===== config.mk =====
export PLATFORM = sky130hd
export DESIGN_NAME = hazard_fwd_ctrl
export DESIGN_NICKNAME = d
export VERILOG_FILES = /design/src/rtl/cpu_pipe_pkg.sv /design/src/rtl/hazard_fwd_cmp.sv /design/src/rtl/hazard_fwd_ctrl.sv
export SDC_FILE = /design/constraint.sdc
export NUM_CORES = 1
export LEC_CHECK = 0
export ABC_CLOCK_PERIOD_IN_PS = 4900
export BUFFER_PORTS_ARGS = -buffer_cell sky130_fd_sc_hd__buf_4
export CAP_MARGIN = 10
export CORE_MARGIN = 2
export CORE_UTILIZATION = 43
export DETAILED_ROUTE_END_ITERATION = 16
export PLACE_DENSITY_LB_ADDON = 0.1
export SLEW_MARGIN = 5
export SYNTH_ARGS = -nofsm -noshare
export SYNTH_HDL_FRONTEND = slang
export SYNTH_SLANG_ARGS = --single-unit
export TNS_END_PERCENT = 5

===== constraint.sdc =====
create_clock -name clk -period 4.9 [get_ports clk]
set_input_delay 0.49 -clock clk [delete_from_list [all_inputs] [get_ports clk]]
set_output_delay 0.49 -clock clk [all_outputs]
set_load 0.02 [all_outputs]

===== src/rtl/cpu_pipe_pkg.sv =====
// Shared pipeline types for hazard detection: forwarding-select encoding, hazard FSM
// states and the in-flight destination record carried through EX and MEM.
package cpu_pipe_pkg;

    localparam int HZ_REG_AW = 5;
    localparam int HZ_SEL_W  = 3;

    typedef enum logic [HZ_SEL_W-1:0] {
        FWD_RF       = 3'b000,
        FWD_EXM_ALU  = 3'b001,
        FWD_MWB_ALU  = 3'b010,
        FWD_MWB_LD   = 3'b011,
        FWD_EXM_LINK = 3'b100
    } fwd_sel_e;

    typedef enum logic [1:0] {
        HZ_RUN,
        HZ_LU_STALL,
        HZ_MD_WAIT
    } hz_state_e;

    typedef struct packed {
        logic                 valid;
        logic                 wr_en;
        logic [HZ_REG_AW-1:0] rd;
        logic                 is_load;
        logic                 is_link;
    } dest_rec_t;

    // r0 is hardwired zero, so a write to it never produces a forwardable value.
    function automatic logic rec_hit(input dest_rec_t r, input logic [HZ_REG_AW-1:0] opnd,
                                     input logic used);
        return used && r.valid && r.wr_en && (r.rd != '0) && (r.rd == opnd);
    endfunction

endpackage


===== src/rtl/hazard_fwd_cmp.sv =====
// Per-operand producer compare: picks the newest in-flight producer of one source
// register and flags a load-use hazard when that producer is a load still in EX.
module hazard_fwd_cmp
    import cpu_pipe_pkg::*;
(
    input  dest_rec_t            ex_rec,
    input  dest_rec_t            mem_rec,
    input  logic [HZ_REG_AW-1:0] opnd,
    input  logic                 used,
    output fwd_sel_e             sel,
    output logic                 load_use
);

    logic ex_hit;
    logic mem_hit;

    assign ex_hit  = rec_hit(ex_rec, opnd, used);
    assign mem_hit = rec_hit(mem_rec, opnd, used);

    always_comb begin
        sel      = FWD_RF;
        load_use = 1'b0;
        if (ex_hit) begin
            // A load in EX has no data yet; the stall turns this into a MEM/WB hit next cycle.
            if (ex_rec.is_load) load_use = 1'b1;
            else                sel      = ex_rec.is_link ? FWD_EXM_LINK : FWD_EXM_ALU;
        end else if (mem_hit) begin
            sel = mem_rec.is_load ? FWD_MWB_LD : FWD_MWB_ALU;
        end
    end

endmodule


===== src/rtl/hazard_fwd_ctrl.sv =====
// ID-stage hazard/forwarding controller: registers EX operand-mux selects and raises
// load-use and mul/div stalls. Optional HAZARD_PERF_EN adds stall-cycle counters.
module hazard_fwd_ctrl
    import cpu_pipe_pkg::*;
#(
    parameter int REG_AW = HZ_REG_AW,
    parameter int SEL_W  = HZ_SEL_W
) (
    input  logic              clk,
    input  logic              rst_n,
    input  logic              id_valid,
    input  logic [REG_AW-1:0] id_rs,
    input  logic [REG_AW-1:0] id_rt,
    input  logic              id_uses_rs,
    input  logic              id_uses_rt,
    input  logic              id_uses_hilo,
    input  logic              id_wr_en,
    input  logic [REG_AW-1:0] id_rd,
    input  logic              id_is_load,
    input  logic              id_is_link,
    input  logic              id_md_start,
    input  logic              md_done,
    input  logic              mem_stall,
    output logic [SEL_W-1:0]  fwd_sel_a,
    output logic [SEL_W-1:0]  fwd_sel_b,
`ifdef HAZARD_PERF_EN
    output logic [31:0]       perf_lu_cnt,
    output logic [31:0]       perf_md_cnt,
`endif
    output logic              stall_if_id,
    output logic              bubble_ex
);

    localparam int NUM_OPS = 2;  // 0 = operand A (rs), 1 = operand B (rt)

    hz_state_e state_q, state_d;
    dest_rec_t ex_rec, mem_rec, id_rec;

    logic [NUM_OPS-1:0][HZ_REG_AW-1:0] opnd;
    logic [NUM_OPS-1:0]                used;
    logic [NUM_OPS-1:0]                lu_op;
    logic [NUM_OPS-1:0][HZ_SEL_W-1:0]  sel_c;
    logic [NUM_OPS-1:0][HZ_SEL_W-1:0]  sel_q;

    logic lu, hilo_wait, stall, md_accept;

    assign opnd = {HZ_REG_AW'(id_rt), HZ_REG_AW'(id_rs)};
    assign used = {id_uses_rt, id_uses_rs};

    assign id_rec = '{valid:   id_valid,
                      wr_en:   id_wr_en,
                      rd:      HZ_REG_AW'(id_rd),
                      is_load: id_is_load,
                      is_link: id_is_link};

    for (genvar i = 0; i < NUM_OPS; i++) begin : g_op
        fwd_sel_e sel_e;
        hazard_fwd_cmp u_cmp (
            .ex_rec   (ex_rec),
            .mem_rec  (mem_rec),
            .opnd     (opnd[i]),
            .used     (used[i]),
            .sel      (sel_e),
            .load_use (lu_op[i])
        );
        assign sel_c[i] = sel_e;
    end

    // A second mul/div launch while one is in flight waits like a HI/LO read.
    assign lu        = id_valid && (|lu_op);
    assign hilo_wait = (state_q == HZ_MD_WAIT) && id_valid &&
                       (id_uses_hilo || id_md_start) && !md_done;
    assign stall     = lu || hilo_wait;
    assign md_accept = id_valid && id_md_start && !stall;

    always_comb begin
        state_d     = state_q;
        stall_if_id = stall;
        bubble_ex   = stall;
        if (!mem_stall) begin
            case (state_q)
                HZ_RUN: begin
                    if (lu)             state_d = HZ_LU_STALL;
                    else if (md_accept) state_d = HZ_MD_WAIT;
                end
                HZ_LU_STALL: state_d = md_accept ? HZ_MD_WAIT : HZ_RUN;
                HZ_MD_WAIT: begin
                    // Load-use inside MD_WAIT shares the stall without leaving the state.
                    if (md_done) state_d = md_accept ? HZ_MD_WAIT : HZ_RUN;
                end
                default: state_d = HZ_RUN;
            endcase
        end
    end

    always_ff @(posedge clk or negedge rst_n) begin
        if (!rst_n)          state_q <= HZ_RUN;
        else if (!mem_stall) state_q <= state_d;
    end

    always_ff @(posedge clk or negedge rst_n) begin
        if (!rst_n) begin
            ex_rec  <= '0;
            mem_rec <= '0;
            sel_q   <= '0;
        end else if (!mem_stall) begin
            mem_rec <= ex_rec;
            ex_rec  <= stall ? '0 : id_rec;
            for (int i = 0; i < NUM_OPS; i++)
                sel_q[i] <= (stall || !id_valid) ? FWD_RF : sel_c[i];
        end
    end

    assign fwd_sel_a = SEL_W'(sel_q[0]);
    assign fwd_sel_b = SEL_W'(sel_q[1]);

`ifdef HAZARD_PERF_EN
    always_ff @(posedge clk or negedge rst_n) begin
        if (!rst_n) begin
            perf_lu_cnt <= '0;
            perf_md_cnt <= '0;
        end else if (!mem_stall) begin
            if (lu)        perf_lu_cnt <= perf_lu_cnt + 32'd1;
            if (hilo_wait) perf_md_cnt <= perf_md_cnt + 32'd1;
        end
    end
`endif

endmodule


---- After elaboration in Yosys (flattened, before gate mapping) ----
Cells that the tools add are included.
Widths: inputs -> output; s select.
word-level totals
  output and inout port bits .............. 8
  register bits ........................... 25
  logic and storage cells ................. 72
cells by class
  eq/ne operators ......................... 8
  multiplexer cells ....................... 18
  bitwise logic cells ..................... 1
  reduce and logical (&&, ||, !) cells .... 33
operators with widths
  operator            number
  $logic_and 1x1->1   22
  $mux 3              7
  $eq 5x5->1          4
  $mux 2              5
  $reduce_bool 5->1   2
  $mux 9              1
  $pmux 2 s3          1
  $mux 1              4
  $logic_not 1->1     3
  $logic_or 1x1->1    3
  $ne 3x3->1 const B  1
  $reduce_and 3->1    1
  $eq 2x1->1 const B  1
  $eq 2x2->1 const B  1
  $logic_not 2->1     1
  $ne 2x2->1 const B  1
  $reduce_or 2->1     1
  $not 1->1           1

---- Logic depth before layout (Yosys ltp) ----
  depth in word-level cells ............... 13
  depth in mapped cells ................... 7
  depth with buffers taken out ............ 7

---- Modules after synthesis ----
A second synthesis with hierarchy kept.
unflattened totals
  cells, all modules ...................... 151
  area total of the unflattened synthesis .. 1524.0 um^2
by module, submodules not included
  module           cells an instance  times used  area each (um^2)
  hazard_fwd_ctrl  97                 1           1126.1
  hazard_fwd_cmp   27                 2           198.9

---- Worst setup path after synthesis ----
No wires, ideal clock.
  path kind ............................... input-to-output
  start point ............................. in id_rs[0]
  end point ............................... out stall_if_id
  path buffers ............................ 1
  setup slack ............................. 2.625 ns
  data arrival time ....................... 1.785 ns
  data required time ...................... 4.410 ns
  cell stages on the path ................. 5
  path through ............................ xnor2_1 -> nand4_1 -> o22a_1 -> o32ai_4 -> buf_4
between the ends
  cells in the longest elaborated chain, start to end .. 6
ends and longest elaborated chain
  element            RTL line               source
  start, declared    hazard_fwd_ctrl.sv:12  input logic [REG_AW-1:0] id_rs,
  $eq 5x5->1         cpu_pipe_pkg.sv:33     return used && r.valid && r.wr_en && (r.rd != '0) && (r.rd == opnd);
  $logic_and 1x1->1  cpu_pipe_pkg.sv:33
  $mux 1             hazard_fwd_cmp.sv:23   if (ex_hit) begin
  $reduce_or 2->1    hazard_fwd_ctrl.sv:70  assign lu = id_valid && (|lu_op);
  $logic_and 1x1->1  hazard_fwd_ctrl.sv:70
  $logic_or 1x1->1   hazard_fwd_ctrl.sv:73  assign stall = lu || hilo_wait;
  end, declared      hazard_fwd_ctrl.sv:30  output logic stall_if_id,
No other way between the ends.

---- Final worst setup path ----
  start point ............................. reg ex_rec[2] (netlist name)
  end point ............................... out stall_if_id
between the ends
  cells in the longest elaborated chain, start to end .. 7
  elaborated cells on any way between the ends .. 12
  those cells by class .................... eq/ne (2); mux (2); reduce/logical (8)
ends and longest elaborated chain
  element                         RTL line
  $reduce_bool 5->1               cpu_pipe_pkg.sv:33
  $logic_and 1x1->1 (2 in a row)  cpu_pipe_pkg.sv:33
  $mux 1                          hazard_fwd_cmp.sv:23
  $reduce_or 2->1 *               hazard_fwd_ctrl.sv:70
  $logic_and 1x1->1 *             hazard_fwd_ctrl.sv:70
  $logic_or 1x1->1 *              hazard_fwd_ctrl.sv:73
Every way passes the cells marked *; elsewhere a longest branch is shown, timed or not.

==> metrics.json <==
{
  "finish": {
    "fin_util_pct": 53.8,
    "num_antenna_cells": 0,
    "drive_gt1_share_pct": 27.5,
    "layout-area-overhead-vs-synth_pct": 21.8,
    "finalInstanceArea_um2": 1770,
    "num-nets-final": 209
  },
  "placement": {
    "weighted_congestion_reported_at_the_end_of_routability_driven_placement": 0.892,
    "io_buffers": 34,
    "hpwlAfterDp_um": 2390,
    "dpl-instance-area_um2": 1740
  },
  "worst_setup_path": {
    "worstSetupPathType": "reg2out",
    "critical_path_endpoint_category": "output port",
    "worst_path_dominant_cell_family": "compound AO/OA/AOI/OAI gates",
    "required_ps": 4410,
    "critPathMaxFanout": 10,
    "ff2ff_path_depth": 5,
    "worst_path_largest_cell_delay_ps": 500,
    "critical_path.slowest_cell": "o32ai_4",
    "timing.critical_path.buf_inv": 1,
    "worstSetupStartpointType": "flop",
    "crit_path_cell_trace": "xnor2_1 -> nand4_1 -> o22a_1 -> o32ai_4 -> buf_4",
    "cp.depth": 5,
    "worstPathArrival_ps": 2230
  },
  "synthesis": {
    "flop_and_latch_count_out_of_synthesis": 25,
    "yosysWarningCount": 0,
    "postSynthNetCount": 175,
    "postSynthCellCount": 145,
    "ys_types": 31,
    "proportion_of_synthesized_chip_area_in_sequential_cells_pct": 43.1,
    "post_synth_instance_area_um2": 1450,
    "post_synthesis_average_cell_area_um2": 10.0
  },
  "clock_network": {
    "cts_setup_buffers": 0,
    "root_buffer": "clkbuf_4",
    "cts.clk_slew.worst_paths_ps": 140,
    "number_of_buffers_inserted_during_clock_tree_synthesis": 3,
    "cts_tree": "built",
    "clock_latency_ps": 320,
    "total_of_hold_buffers_inserted_after_clock_tree_synthesis": 0,
    "cts-root-to-sink-buffers": 2,
    "cts.repair.resized": 0,
    "cts_max_level": 1,
    "tritoncts_num_sinks": 25
  },
  "floorplan": {
    "die_area_um2": 3850,
    "fp.coreArea_um2": 3280,
    "ports_placed_on_the_boundary": 35,
    "effective_utilization_at_floorplan_pct": 44.2,
    "die_y_um": 62.1,
    "num_rows": 21,
    "die_x_um": 62.1
  },
  "timing": {
    "rsz0062_at_grt": "false",
    "final.setup.tns_ps": 0,
    "layout_worst_path_cycle_share_pct": 55.5,
    "finalWorstPathRequiredPeriod_ps": 2720,
    "final-setup-viol-count": 0,
    "max_slew_violation_total_from_the_final_report": 0,
    "tightest_slew_ps": 586,
    "max-slew-margin-rel_pct": 60.6,
    "finalHoldViolations": 0,
    "achievable_frequency_mhz": 368,
    "fin_worst_skew_ps": 3.83
  },
  "power_and_ir_drop": {
    "static-leakage-power_nw": 0.757,
    "power-per-cell-area_nw_per_um2": 290,
    "max-vdd-ir-drop_mv": 0.130
  },
  "status": {
    "status": "finished clean"
  },
  "worst_hold_path": {
    "min_path_type": "in2async"
  },
  "global_route": {
    "largest_net_degree_at_the_start_of_global_routing": 35,
    "grt_first_pass_wirelength_um": 5220,
    "globalRouteTotalUtil_pct": 18.6,
    "antenna_found_initial": 0,
    "first_global_vias": 1141,
    "grt_remaining_overflow": 0
  },
  "detailed_routing": {
    "detail_route.first_pass.iterations": 4,
    "routed-via-count": 1179,
    "initialDrtViolationCount": 64,
    "routed_wl_um": 3120,
    "detail-route-antenna-nets": 0,
    "drc": 0,
    "post_drt_via_cell_ratio": 5.26,
    "wl_per_cell_um": 13.9
  },
  "flow_run": {
    "max-cap-violations": 0
  }
}
==> flip-flops by register name, summed over array words and instances, names as in the netlist <==
register / count
ex_rec: 9
fwd_sel_a: 3
fwd_sel_b: 3
mem_rec: 8
state_q: 2
==> worst reg2reg max path, cell delays in order (launching register included) <==
cell and delay, ps:
dfrtp_1 480, xnor2_1 180, nand4_1 210, o22a_1 300
o32ai_4 500, o31ai_1 120
==> cells in the mapped netlist (all sizes together) <==
library cell | number | area (um2)
nand2b | 1 | 6.26
o31ai | 10 | 75.1
or4 | 2 | 18.8
inv | 11 | 41.3
a22oi | 2 | 15.0
buf | 1 | 7.51
dfrtp | 25 | 626
o21ai | 5 | 25.0
clkbuf | 4 | 15.0
a31o | 1 | 8.76
o211ai | 1 | 7.51
o41ai | 2 | 17.5
nor2 | 5 | 26.3
a32o | 2 | 20.0
nand3 | 3 | 15.0
xnor2 | 20 | 175
a31oi | 1 | 6.26
ha | 3 | 37.5
nor2b | 2 | 12.5
o32ai | 1 | 27.5
nand4 | 5 | 31.3
mux2 | 8 | 90.1
nor3 | 2 | 10.0
nand2 | 18 | 67.6
a2111oi | 1 | 8.76
nor4 | 6 | 37.5
and2 | 1 | 6.26
o22ai | 1 | 6.26
o22a | 1 | 8.76
==> path summary, 6_finish.rpt <==
check | slack [ps] | to | startpoint
min | 50 | mem_rec[3]$_DFFE_PN0N_ | rst_n
max in group asynchronous | 4610 | ex_rec[7]$_DFFE_PN0N_ | rst_n
min in group clk | 400 | ex_rec[2]$_DFFE_PN0N_ | id_rd[0]
max | 2180 | stall_if_id | ex_rec[2]$_DFFE_PN0N_
min reg2reg | 510 | fwd_sel_a[2]$_DFFE_PN0N_ | fwd_sel_a[2]$_DFFE_PN0N_
max reg2reg | 3000 | ex_rec[7]$_DFFE_PN0N_ | ex_rec[2]$_DFFE_PN0N_
==> routing by layer <==
layer	global-route usage (%)	wire length, um	vias up
met5	0	0	-
met4	6.99	19	0
met3	3.11	153	2
met2	29.0	1480	34
met1	25.9	1470	553
li1	-	-	590
==> cells by family after synthesis <==
group	share of synthesized area [%]
AO/OA/AOI/OAI	15.6
XOR/XNOR	12.1
adder cells (fa/ha/maj)	2.59
buffers and inverters	4.40
flip-flops	43.1
multiplexers	6.21
AND/OR/NAND/NOR	16.0
==> power by group <==
part / switching [W] / total [W] / internal (W)
logic: 0.0000732 / 0.000151 / 0.0000774
clock network: 0.0000634 / 0.0000953 / 0.0000318
registers: 0.0000340 / 0.000267 / 0.000233
total: 0.000171 / 0.000513 / 0.000342
==> layout by cell type (no fill, tap or decap), types with 2 or more instances in the layout <==
cell type  count
nor4_1         6
mux2_2         8
clkbuf_4       3
buf_4         34
o21ai_0        5
a32o_1         2
nand3_1        3
a22oi_1        2
nor3_1         2
dfrtp_1       25
ha_1           3
o41ai_1        2
xnor2_1       20
nand4_1        5
nand2_1       18
nor2b_1        2
o31ai_1       10
nor2_1         4
inv_1         11
==> area by class of cell <==
class / instances / area, um2
inverters: 11 / 41.3
multi-input cells: 104 / 761
fillers: 306 / 1520
well taps: 46 / 57.6
repair buffers: 34 / 255
clock buffers: 4 / 26.3
flip-flops and latches: 25 / 626
==> through the flow <==
stage / worst slack [ps] / cells / hold WS (ps) / total power [W]
after global routing: 1990 / 224 / 46.0 / 0.000551
after global placement: 2470 / 220 / 412 / 0.000415
final: 2180 / 224 / 45.8 / 0.000513
after CTS: 2150 / 224 / 52.8 / 0.000517
after detailed placement: 2400 / 220 / 419 / 0.000423
after floorplan: 2620 / 145 / 194 / 0.000370
No activity file was read; power rests on OpenSTA's default activity.
